[src/rtl/hash_arbiter_pkg.sv]
// Shared definitions for the SHAKE hash-core arbiter: FSM encoding,
// default requester count and SHAKE length constants.
package hash_arbiter_pkg;

    // Default number of requesters sharing one hash core
    localparam int unsigned N_REQ_DEF = 3;

    // SHAKE sponge rates in bytes (input block sizes)
    localparam logic [31:0] SHAKE128_RATE_BYTES = 32'd168;
    localparam logic [31:0] SHAKE256_RATE_BYTES = 32'd136;

    typedef enum logic [2:0] {
        ST_IDLE,
        ST_GRANT,
        ST_BUSY,
        ST_ABORT,
        ST_RELEASE
    } arb_state_t;

    // Index width for n requesters; never below one bit
    function automatic int unsigned idx_width(input int unsigned n);
        return (n > 1) ? $clog2(n) : 1;
    endfunction

endpackage

[src/rtl/hash_arbiter_rr_select.sv]
// Round-robin first-set-bit selector: returns the first asserted request
// at or after ptr, wrapping at N.
module rr_select
    import hash_arbiter_pkg::*;
#(
    parameter int unsigned N  = N_REQ_DEF,
    parameter int unsigned IW = idx_width(N)
) (
    input  logic [N-1:0]  req,
    input  logic [IW-1:0] ptr,
    output logic [IW-1:0] idx,
    output logic          valid
);

    // Scan N positions starting at ptr; the first hit wins
    always_comb begin
        int unsigned cand;
        idx   = '0;
        valid = 1'b0;
        cand  = 0;
        for (int unsigned i = 0; i < N; i++) begin
            cand = 32'(ptr) + i;
            if (cand >= N) begin
                cand = cand - N;
            end
            if (!valid && req[cand]) begin
                valid = 1'b1;
                idx   = IW'(cand);
            end
        end
    end

endmodule

[src/rtl/hash_arbiter.sv]
// Round-robin arbiter giving N_REQ requesters exclusive access to one
// SHAKE hash core. The grantee's bus is routed to the core only in BUSY;
// a requester that drops its request mid-transaction is cleaned up by an
// arbiter-driven force_done before the core is released.
module hash_arbiter
    import hash_arbiter_pkg::*;
#(
    parameter  int unsigned N_REQ  = N_REQ_DEF,
    parameter  int unsigned ADDR_W = 10,
    localparam int unsigned IW     = idx_width(N_REQ)
) (
    input  logic                    i_clk,
    input  logic                    i_rst_n,
    // arbitration
    input  logic [N_REQ-1:0]        i_req,
    output logic [N_REQ-1:0]        o_gnt,
    output logic [IW-1:0]           o_gnt_id,
    output logic                    o_busy,
    // requester -> core
    input  logic [N_REQ*32-1:0]     i_rq_data_in,
    input  logic [N_REQ*32-1:0]     i_rq_input_length,
    input  logic [N_REQ*32-1:0]     i_rq_output_length,
    input  logic [N_REQ-1:0]        i_rq_start,
    input  logic [N_REQ-1:0]        i_rq_data_out_ready,
    input  logic [N_REQ-1:0]        i_rq_force_done,
    // core -> requester
    output logic [N_REQ*ADDR_W-1:0] o_rq_addr,
    output logic [N_REQ-1:0]        o_rq_rd_en,
    output logic [N_REQ*32-1:0]     o_rq_data_out,
    output logic [N_REQ-1:0]        o_rq_data_out_valid,
    output logic [N_REQ-1:0]        o_rq_force_done_ack,
    // core side
    output logic [31:0]             o_hash_data_in,
    output logic [31:0]             o_hash_input_length,
    output logic [31:0]             o_hash_output_length,
    output logic                    o_hash_start,
    output logic                    o_hash_data_out_ready,
    output logic                    o_hash_force_done,
    input  logic [ADDR_W-1:0]       i_hash_addr,
    input  logic                    i_hash_rd_en,
    input  logic [31:0]             i_hash_data_out,
    input  logic                    i_hash_data_out_valid,
    input  logic                    i_hash_force_done_ack
);

    arb_state_t       state;
    logic [IW-1:0]    rr_ptr;
    logic [IW-1:0]    sel_idx;
    logic             sel_valid;
    logic [N_REQ-1:0] sel_onehot;
    logic [N_REQ-1:0] route;

    logic [31:0] rq_data_in  [N_REQ];
    logic [31:0] rq_in_len   [N_REQ];
    logic [31:0] rq_out_len  [N_REQ];

    rr_select #(
        .N  (N_REQ),
        .IW (IW)
    ) u_rr_select (
        .req   (i_req),
        .ptr   (rr_ptr),
        .idx   (sel_idx),
        .valid (sel_valid)
    );

    // One-hot form of the selected requester, loaded into o_gnt on grant
    always_comb begin
        sel_onehot          = '0;
        sel_onehot[sel_idx] = 1'b1;
    end

    // Arbitration FSM with registered grant, grantee index and busy flag
    always_ff @(posedge i_clk or negedge i_rst_n) begin
        if (!i_rst_n) begin
            state    <= ST_IDLE;
            rr_ptr   <= '0;
            o_gnt_id <= '0;
            o_gnt    <= '0;
            o_busy   <= 1'b0;
        end else begin
            case (state)
                ST_IDLE: begin
                    if (sel_valid) begin
                        o_gnt_id <= sel_idx;
                        o_gnt    <= sel_onehot;
                        o_busy   <= 1'b1;
                        state    <= ST_GRANT;
                    end
                end
                ST_GRANT: begin
                    state <= ST_BUSY;
                end
                ST_BUSY: begin
                    // completed handshake outranks a simultaneous request drop
                    if (i_rq_force_done[o_gnt_id] && i_hash_force_done_ack) begin
                        o_gnt <= '0;
                        state <= ST_RELEASE;
                    end else if (!i_req[o_gnt_id]) begin
                        o_gnt <= '0;
                        state <= ST_ABORT;
                    end
                end
                ST_ABORT: begin
                    if (i_hash_force_done_ack) begin
                        state <= ST_RELEASE;
                    end
                end
                ST_RELEASE: begin
                    rr_ptr <= (o_gnt_id == IW'(N_REQ - 1)) ? '0 : o_gnt_id + 1'b1;
                    o_busy <= 1'b0;
                    state  <= ST_IDLE;
                end
                default: begin
                    state <= ST_IDLE;
                end
            endcase
        end
    end

    // Unpack the requester buses and route core returns to the grantee only
    for (genvar g = 0; g < N_REQ; g++) begin : g_rq
        assign rq_data_in[g] = i_rq_data_in[g*32 +: 32];
        assign rq_in_len[g]  = i_rq_input_length[g*32 +: 32];
        assign rq_out_len[g] = i_rq_output_length[g*32 +: 32];

        assign route[g] = (state == ST_BUSY) && (o_gnt_id == IW'(g));

        assign o_rq_addr[g*ADDR_W +: ADDR_W] = route[g] ? i_hash_addr : '0;
        assign o_rq_data_out[g*32 +: 32]     = route[g] ? i_hash_data_out : '0;
        assign o_rq_rd_en[g]                 = route[g] & i_hash_rd_en;
        assign o_rq_data_out_valid[g]        = route[g] & i_hash_data_out_valid;
        assign o_rq_force_done_ack[g]        = route[g] & i_hash_force_done_ack;
    end

    // Core-side mux: grantee passthrough in BUSY, forced cleanup in ABORT
    always_comb begin
        o_hash_data_in        = '0;
        o_hash_input_length   = '0;
        o_hash_output_length  = '0;
        o_hash_start          = 1'b0;
        o_hash_data_out_ready = 1'b0;
        o_hash_force_done     = 1'b0;
        if (state == ST_BUSY) begin
            o_hash_data_in        = rq_data_in[o_gnt_id];
            o_hash_input_length   = rq_in_len[o_gnt_id];
            o_hash_output_length  = rq_out_len[o_gnt_id];
            o_hash_start          = i_rq_start[o_gnt_id];
            o_hash_data_out_ready = i_rq_data_out_ready[o_gnt_id];
            o_hash_force_done     = i_rq_force_done[o_gnt_id];
        end else if (state == ST_ABORT) begin
            o_hash_force_done = 1'b1;
        end
    end

endmodule

[config.mk]
export PLATFORM = sky130hd
export DESIGN_NAME = hash_arbiter
export DESIGN_NICKNAME = d
export VERILOG_FILES = /design/src/rtl/hash_arbiter_pkg.sv /design/src/rtl/hash_arbiter_rr_select.sv /design/src/rtl/hash_arbiter.sv
export SDC_FILE = /design/constraint.sdc
export NUM_CORES = 1
export LEC_CHECK = 0
export BUFFER_PORTS_ARGS = -buffer_cell sky130_fd_sc_hd__buf_2
export CAP_MARGIN = 20
export CORE_AREA = 3 3 230 232
export CTS_CLUSTER_SIZE = 12
export DETAILED_ROUTE_END_ITERATION = 12
export DIE_AREA = 0 0 233 235
export SYNTH_ARGS = -nofsm -noshare
export SYNTH_HDL_FRONTEND = slang
export SYNTH_SLANG_ARGS = --single-unit
[constraint.sdc]
create_clock -name i_clk -period 2.17 [get_ports i_clk]
set_input_delay 0 -clock i_clk [delete_from_list [all_inputs] [get_ports i_clk]]
set_output_delay 0 -clock i_clk [all_outputs]
set_load 0.02 [all_outputs]
==> results_dict.tcl, run 1 <==
set metrics [dict create \
    regArea_um2 283 \
    irDropWorstVdd_uv 383 \
    fill_cells 5947 \
    end_kind "output port" \
    wire_per_inst_um 15.8 \
    yosys_warnings 0 \
    nets 1591 \
    place_area_mm2 0.00804 \
    min_from "i_hash_force_done_ack" \
    async_reset_ff_share_pct 100 \
    clock_sinks 11 \
    synth.distinct_cells 47 \
    core-area_mm2 0.0512 \
    first_pass_iters 5 \
    die_w_um 233 \
    path_clk_slew_ns 0.04 \
    routed_wl_mm 30.3 \
    syn_avg_cell_area_um2 6.15 \
    layout-drive-gt1-share_pct 51.2 \
    worst_slack_ns 0.135 \
    syn_inst 679 \
    worstPathBufferInverterCount 2 \
    grt_first_pass_wirelength_mm 41.1 \
    powerDensity_mw_per_mm2 996 \
    vias 6784 \
    initialDrtViolationCount 311 \
    path_max_fanout 46 \
    initial_core_util_pct 8.16 \
    clk_path_buf_depth 2 \
    slowest_delay_ns 0.43 \
    overflow 0 \
    syn-cell-area_mm2 0.00418 \
    ant_nets 0 \
    rsz0062_at_grt "no" \
    min_period_ns 2.04 \
    numPortBuffers 586 \
    num_rows 83 \
    multi_input_area_mm2 0.00364 \
    route.detailed.drc 0 \
    synth_top_area_share_pct 24.7 \
    slew_viol_final 0 \
    required_ns 2.17 \
    routabilityCongestion 0.874 \
    syn_nets 1030 \
    htreeDepth 1 \
    cpMaxStageDelayCell "dfrtp_1" \
    fin_util_pct 16.0 \
    synth_ff_type "dfrtp_1" \
    crit_chain "nand2b_1 > or2_4 > buf_4 > nor2_1 > buf_2" \
    synth_area_leaders "mux2i_1 25%, and2_1 20%, nor2_1 18%" \
    finClkSkew_ns 0.00132 \
    grt_use_total_pct 10.0 \
    synth_seq_area_share_pct 6.59 \
    rr_endpoint "o_gnt[2]" \
    synth_edf_count 0 \
    design_area_mm2 0.00819 \
    cts_root_buf "clkbuf_16" \
    vias_per_cell 3.53 \
    min_path_cells 2 \
    grt_pass1_vias 6425 \
    dp_slack_ns 0.0364 \
    die_height_um 235 \
    worst_pin_slew_ns 0.524 \
    clock_latency_ns 0.23 \
    r2r_cells 7 \
    cap_violations 0 \
    ios 587 \
    syn2layout_area_growth_pct 96.1 \
    leakage_nw 4.47 \
    die_area_mm2 0.0548 \
    fin_tns_setup_ns 0 \
    r2r_slack_ns 0.19 \
    status "finished clean" \
    synth.most_common_cell "nor2_1" \
    synthTopCellsByCount "198 x nor2_1, 136 x and2_1, 103 x mux2i_1" \
    setup_violations 0 \
    crit_arrival_ns 2.04 \
    hpwl_mm 26.8 \
    cts_tree "done" \
    yosysTopAreaCell "mux2i_1" \
    fin_crit_sh_pct 93.8 \
    grt_start_max_net_pins 90 \
    startpoint_type "flip-flop" \
    max_freq_ghz 0.491 \
    final-hold-violation-count 0 \
    synth_seq_cells 11 \
    hold_path.class "in2reg" \
    r2r_start "rr_ptr[1]" \
    crit_type "reg2out" \
    slew_headroom_pct 65.1 \
    min_to "state[2]" \
    antenna_found_initial 5 \
    cts_buffers 3 \
    cp_top_family "simple AND/OR/NAND/NOR gates" \
]
==> layer usage <==
metal / GRT usage, % / vias to the layer above / routed length, um
met5: 0 / - / 32
met4: 1.61 / 4 / 550
met3: 1.87 / 26 / 2440
met2: 20.0 / 415 / 16200
met1: 10.9 / 2969 / 11100
li1: - / 3370 / -
==> registers in the layout, indices dropped and copies added, names as in the netlist <==
name	count
o_gnt	3
state	3
o_gnt_id	2
rr_ptr	2
o_busy	1
==> worst max path at each step <==
stage,start,endpoint,cells after the start
final,state[2],o_hash_output_length[2],5
after global routing,o_gnt_id[0],o_hash_output_length[12],6
after CTS,o_gnt_id[0],o_hash_input_length[29],6
after detailed placement,o_gnt_id[0],o_hash_input_length[29],6
after global placement,o_gnt_id[0],o_hash_input_length[29],6
after floorplan,rr_ptr[1],state[0],7
==> metrics by stage <==
stage	power, mW	hold slack, ns	std cells
3_5_place_dp	7.96	-0.105	1909
2_1_floorplan	5.02	-0.296	679
4_1_cts	8.32	0.177	1914
6_report	8.16	0.139	1922
3_3_place_gp	7.96	-0.107	1909
5_1_grt	8.90	0.173	1921
==> report_power, final <==
| part | total (mW) | switching [mW] | internal (mW) |
|---|---|---|---|
| sequential | 0.425 | 0.129 | 0.296 |
| combinational | 7.40 | 4.70 | 2.70 |
| clock | 0.330 | 0.0841 | 0.246 |
| total | 8.16 | 4.92 | 3.24 |
==> layout make-up <==
| type | instances | area share [%] |
|---|---|---|
| Multi-Input combinational cell | 605 | 44.5 |
| Timing Repair Buffer | 614 | 40.4 |
| Tap cell | 680 | 10.4 |
| Sequential cell | 11 | 3.45 |
| Clock buffer | 4 | 0.963 |
| Inverter | 5 | 0.229 |
| Antenna cell | 3 | 0.0917 |
==> cell usage in the layout (no fill, tap or decap), types with 3 or more instances in the layout <==
| cell type | count |
|---|---|
| nor2_1 | 198 |
| o21ai_1 | 3 |
| nand2_1 | 11 |
| clkbuf_16 | 3 |
| mux2i_1 | 103 |
| nor2b_1 | 4 |
| diode_2 | 3 |
| buf_12 | 12 |
| buf_4 | 19 |
| nand2b_1 | 6 |
| a21oi_1 | 100 |
| buf_2 | 582 |
| and2_1 | 136 |
| dfrtp_1 | 9 |
| inv_1 | 5 |
| o21ai_0 | 3 |
| ha_1 | 4 |
==> kinds of logic (layout without fill, tap and decap cells) <==
group                      count (synthesis)  in the layout  synth area share (%)
adders and majority gates                  4              4                  1.20
AOI/OAI and AO/OA                        127            127                  17.2
DFF                                       11             11                  6.59
buffers and inverters                     63            623                  6.80
and+or+nand+nor                          371            371                  43.6
other                                      0              3                     0
muxes                                    103            103                  24.7
==> timing repair <==
item | 4_1_cts | 5_1_grt
resized for setup | 1 | 2
endpoints found under the hold margin | 11 | 0
hold buffers | 1 | 0
endpoints found under the setup margin | 1 | 7
setup buffers | 0 | 5
Note: power is estimated with default switching activity, not from simulation.
==> run 2, diff against run 1 <==
==> constraint.sdc (replaced) <==
create_clock -name i_clk -period 2.17 [get_ports i_clk]
set_input_delay 0.1085 -clock i_clk [delete_from_list [all_inputs] [get_ports i_clk]]
set_output_delay 0.1085 -clock i_clk [all_outputs]
set_load 0.05 [all_outputs]
==> results_dict.tcl, run 2 (same netlist as run 1, synthesis figures left out) <==
set metrics [dict create \
    status "finished clean" \
    p_comb_share_pct 94.1 \
    grt_start_max_net_pins 65 \
    crit_path_frequent_cell "buf_12" \
    max_freq_ghz 0.478 \
    grt_pass1_vias 6601 \
    syn2layout_area_growth_pct 139 \
    num_rows 83 \
    antenna_found_initial 16 \
    top_regs "o_gnt x3, state x3" \
    p_sw_mw 8.10 \
    required_ns 2.06 \
    hpwl_mm 31.9 \
    worst_pin_slew_ns 0.458 \
    htreeDepth 1 \
    routabilityCongestion 0.876 \
    clock_sinks 11 \
    initial_core_util_pct 8.16 \
    min_to "state[2]" \
    fin_crit_sh_pct 96.4 \
    r2r_cells 7 \
    irDropWorstVdd_uv 615 \
    fin_tns_setup_ns 0 \
    path_max_fanout 23 \
    fin_cells 1935 \
    rr_endpoint "o_gnt[0]" \
    vias 6956 \
    wire_per_inst_um 18.3 \
    route.detailed.drc 0 \
    cts_root_buf "clkbuf_16" \
    regArea_um2 283 \
    clkPwrFrac_pct 2.6 \
    leakage_nw 4.76 \
    slowest_delay_ns 0.56 \
    switching_share_pct 62.5 \
    min_from "i_hash_force_done_ack" \
    layout_common_cells "453 x buf_2, 136 x and2_1, 103 x mux2i_1, 103 x buf_12, 100 x nor2_1" \
    slew_viol_final 0 \
    crit_type "reg2out" \
    cts_tree "done" \
    end_kind "output port" \
    multi_input_area_mm2 0.00390 \
    grt_use_total_pct 11.9 \
    fill_cells 5816 \
    layout_commonest_cell "buf_2" \
    grt_first_pass_wirelength_mm 46.7 \
    intPower_mw 4.86 \
    path_clk_slew_ns 0.04 \
    p_total_mw 13.0 \
    min_path_cells 2 \
    crit_chain "buf_12 > mux2i_1 > nor2_1 > a21oi_1 > nor2_2 > buf_12" \
    cts_buffers 3 \
    crit_arrival_ns 1.98 \
    dp.cells 1916 \
    r2r_start "rr_ptr[1]" \
    clk_path_buf_depth 2 \
    die_area_mm2 0.0548 \
    numPortBuffers 586 \
    clock_latency_ns 0.24 \
    setup_violations 0 \
    routed_wl_mm 35.4 \
    fin_util_pct 19.5 \
    design_area_mm2 0.00999 \
    ant_nets 0 \
    r2r_slack_ns 0.17 \
    dp_slack_ns -0.0314 \
    startpoint_type "flip-flop" \
    seqPwrFrac_pct 3.2 \
    nets 1600 \
    cpMaxStageDelayCell "dfrtp_4" \
    vias_per_cell 3.59 \
    die_w_um 233 \
    cap_violations 0 \
    overflow 0 \
    worst_slack_ns 0.0770 \
    hold_path.class "in2reg" \
    layout-drive-gt1-share_pct 59.5 \
    place_area_mm2 0.00970 \
    hold_slack_ns 0.283 \
    cp_top_family "flip-flops" \
    die_height_um 235 \
    slew_headroom_pct 69.5 \
    initialDrtViolationCount 166 \
    worstPathBufferInverterCount 2 \
    ios 587 \
    rsz0062_at_grt "yes" \
    core-area_mm2 0.0512 \
    first_pass_iters 4 \
    finClkSkew_ns 0.00275 \
    min_period_ns 2.09 \
    final-hold-violation-count 0 \
    powerDensity_mw_per_mm2 1300 \
]
## run 2: changes by cell type in the layout (fill, tap and decap cells not counted), sizes merged
cell	before	now
diode	3	7
buf	613	590
clkbuf	4	36
## run 2: worst max path at each step
stage                            from                 endpoint  slack, ns  cells after the start
final                     o_gnt_id[0]  o_hash_output_length[4]       0.08                      6
after global routing      o_gnt_id[0]  o_hash_output_length[5]      -0.02                      7
after CTS                 o_gnt_id[0]        o_hash_force_done       0.03                      6
after detailed placement  o_gnt_id[0]  o_hash_output_length[5]      -0.03                      7
after global placement    o_gnt_id[0]  o_hash_output_length[5]      -0.04                      7
after floorplan           o_gnt_id[0]        o_hash_data_in[0]       0.07                      7
## run 2: cell type report
cell class              instances  area share [%]
flip-flops and latches         11            2.83
well taps                     680            8.52
multi-input cells             605            39.1
clock buffers                   4           0.789
repair buffers                623            48.4
inverters                       5           0.188
diodes                          7           0.175
## run 2: timing repair
item                       in CTS  in global routing
hold endpoints to repair       11                  0
hold buffers                    1                  0
setup endpoints to repair       2                 61
gates resized for setup         3                 55
buffers inserted                0                  7
## run 2: power groups by stage
stage,Clock (mW),Sequential [mW],Combinational (mW)
6_report,0.343,0.419,12.2
3_3_place_gp,0,0.427,12.1
3_5_place_dp,0,0.426,12.1
4_1_cts,0.351,0.423,12.2
2_1_floorplan,0,0.491,7.39
5_1_grt,0.360,0.444,12.9
## run 2: layer usage
metal / routed length, um / up-vias / share of wire [%] / global-route usage, %
li1: - / 3393 / - / -
met1: 13400 / 3049 / 38 / 13.3
met2: 17700 / 448 / 50 / 22.0
met3: 2850 / 52 / 8.0 / 2.45
met4: 1380 / 14 / 3.9 / 4.29
met5: 107 / - / 0.30 / 0
==> run 3, diff against run 2 <==
--- a/config.mk
+++ b/config.mk
@@ -7,10 +7,14 @@
 export LEC_CHECK = 0
 export BUFFER_PORTS_ARGS = -buffer_cell sky130_fd_sc_hd__buf_2
 export CAP_MARGIN = 20
-export CORE_AREA = 3 3 230 232
+export CELL_PAD_IN_SITES_DETAIL_PLACEMENT = 1
+export CELL_PAD_IN_SITES_GLOBAL_PLACEMENT = 1
+export CORE_AREA = 3 3 228 230
 export CTS_CLUSTER_SIZE = 12
 export DETAILED_ROUTE_END_ITERATION = 12
-export DIE_AREA = 0 0 233 235
+export DIE_AREA = 0 0 231 233
+export MAX_ROUTING_LAYER = met4
+export PLACE_DENSITY_LB_ADDON = 0.1
 export SYNTH_ARGS = -nofsm -noshare
 export SYNTH_HDL_FRONTEND = slang
 export SYNTH_SLANG_ARGS = --single-unit
==> results_dict.tcl, run 3 (same netlist as run 1, synthesis figures left out) <==
set metrics [dict create \
    leakage_nw 4.51 \
    routed_wl_mm 33.7 \
    final-hold-violation-count 0 \
    num_rows 82 \
    multi_input_area_mm2 0.00389 \
    route.detailed.drc 0 \
    powerDensity_mw_per_mm2 1310 \
    min_period_ns 2.11 \
    grt_first_pass_wirelength_mm 46.4 \
    hpwl_mm 27.6 \
    layout_common_cells "583 x buf_2, 135 x and2_1, 103 x mux2i_1" \
    cts_buffers 3 \
    setup_violations 0 \
    initial_core_util_pct 8.34 \
    hold_slack_ns 0.188 \
    top_regs "o_gnt x3, state x3" \
    die_height_um 233 \
    r2r_cells 9 \
    worstPathBufferInverterCount 2 \
    p_sw_mw 7.63 \
    antenna_found_initial 13 \
    r2r_start "rr_ptr[1]" \
    rsz0062_at_grt "no" \
    endpoint "o_hash_output_length[6]" \
    startpoint "o_gnt_id[0]" \
    crit_arrival_ns 2.00 \
    crit_type "reg2out" \
    rr_endpoint "o_gnt_id[0]" \
    path_clk_slew_ns 0.04 \
    required_ns 2.06 \
    slew_headroom_pct 63.8 \
    intPower_mw 3.53 \
    end_kind "output port" \
    ios 587 \
    switching_share_pct 68.4 \
    layout-drive-gt1-share_pct 59.3 \
    htreeDepth 1 \
    initialDrtViolationCount 138 \
    routabilityCongestion 0.771 \
    slew_viol_final 0 \
    r2r_slack_ns 0.12 \
    fill_cells 6274 \
    regArea_um2 283 \
    max_freq_ghz 0.475 \
    clkPwrFrac_pct 3.1 \
    die_w_um 231 \
    worst_pin_slew_ns 0.543 \
    status "finished clean" \
    grt_start_max_net_pins 70 \
    first_pass_iters 4 \
    grt_use_total_pct 11.5 \
    syn2layout_area_growth_pct 105 \
    irDropWorstVdd_uv 699 \
    layout_commonest_cell "buf_2" \
    slowest_delay_ns 0.56 \
    clock_latency_ns 0.24 \
    numPortBuffers 586 \
    overflow 0 \
    vias_per_cell 3.59 \
    seqPwrFrac_pct 3.6 \
    crit_cells 5 \
    ant_nets 0 \
    p_comb_share_pct 93.3 \
    wire_per_inst_um 17.5 \
    vias 6923 \
    cts_root_buf "clkbuf_16" \
    core-area_mm2 0.0501 \
    startpoint_type "flip-flop" \
    fin_crit_sh_pct 97.0 \
    cp_top_family "flip-flops" \
    grt_pass1_vias 7203 \
    cts_tree "done" \
    path_max_fanout 69 \
    die_area_mm2 0.0538 \
    cpMaxStageDelayCell "dfrtp_4" \
    clk_path_buf_depth 2 \
    cap_violations 0 \
    min_path_cells 2 \
    fin_util_pct 17.1 \
    clock_sinks 11 \
    finClkSkew_ns 0.000861 \
    nets 1598 \
    hold_path.class "in2reg" \
    crit_chain "nor2b_4 > buf_12 > a21oi_1 > nor2_2 > buf_2" \
]
## run 3: worst min-delay path by stage
stage	startpoint	end	slack, ns
global placement	i_rst_n	o_gnt[0]	0.009
CTS	i_hash_force_done_ack	state[1]	0.19
floorplan	i_rst_n	o_busy	-0.19
finish	i_hash_force_done_ack	state[1]	0.19
detailed placement	i_rst_n	o_gnt[2]	0.02
global route	i_hash_force_done_ack	state[1]	0.20
## run 3: what timing repair did
item | CTS | global route
hold endpoints to repair | 11 | 0
endpoints found under the setup margin | 5 | 91
cloned | 0 | 2
buffers inserted | 0 | 4
gates resized for setup | 0 | 8
hold buffers | 1 | 0
## run 3: power by group through the flow
stage                     Sequential [mW]  Combinational [mW]  Clock (mW)
after detailed placement            0.410                10.4           0
after global routing                0.412                11.2       0.372
final                               0.397                10.4       0.346
after global placement              0.411                10.5           0
after floorplan                     0.491                7.39           0
after CTS                           0.408                10.4       0.354
## run 3: area by class of cell
type,instances,area share [%]
Antenna cell,11,0.322
Clock buffer,4,0.923
Inverter,5,0.220
Multi-Input combinational cell,605,45.5
Sequential cell,11,3.31
Tap cell,672,9.84
Timing Repair Buffer,621,39.9
## run 3: stage by stage
stage	total power, mW	area, um^2	TNS, ns	instances	setup slack [ns]
final	11.2	8540	0	1929	0.0643
after global routing	11.9	8540	0	1928	0.00350
after CTS	11.2	8400	-0.0124	1912	-0.00411
after detailed placement	10.8	8310	0	1907	0.123
after global placement	10.9	8310	0	1907	0.112
after floorplan	7.88	4420	0	679	0.0745
## run 3: layer usage
layer | up-vias | track usage [%] | share of wire (%) | wire (um)
li1 | 3397 | - | - | -
met1 | 3156 | 11.9 | 37 | 12500
met2 | 354 | 22.3 | 54 | 18200
met3 | 16 | 3.17 | 8.4 | 2810
met4 | 0 | 1.07 | 0.49 | 166
met5 | - | - | 0 | 0
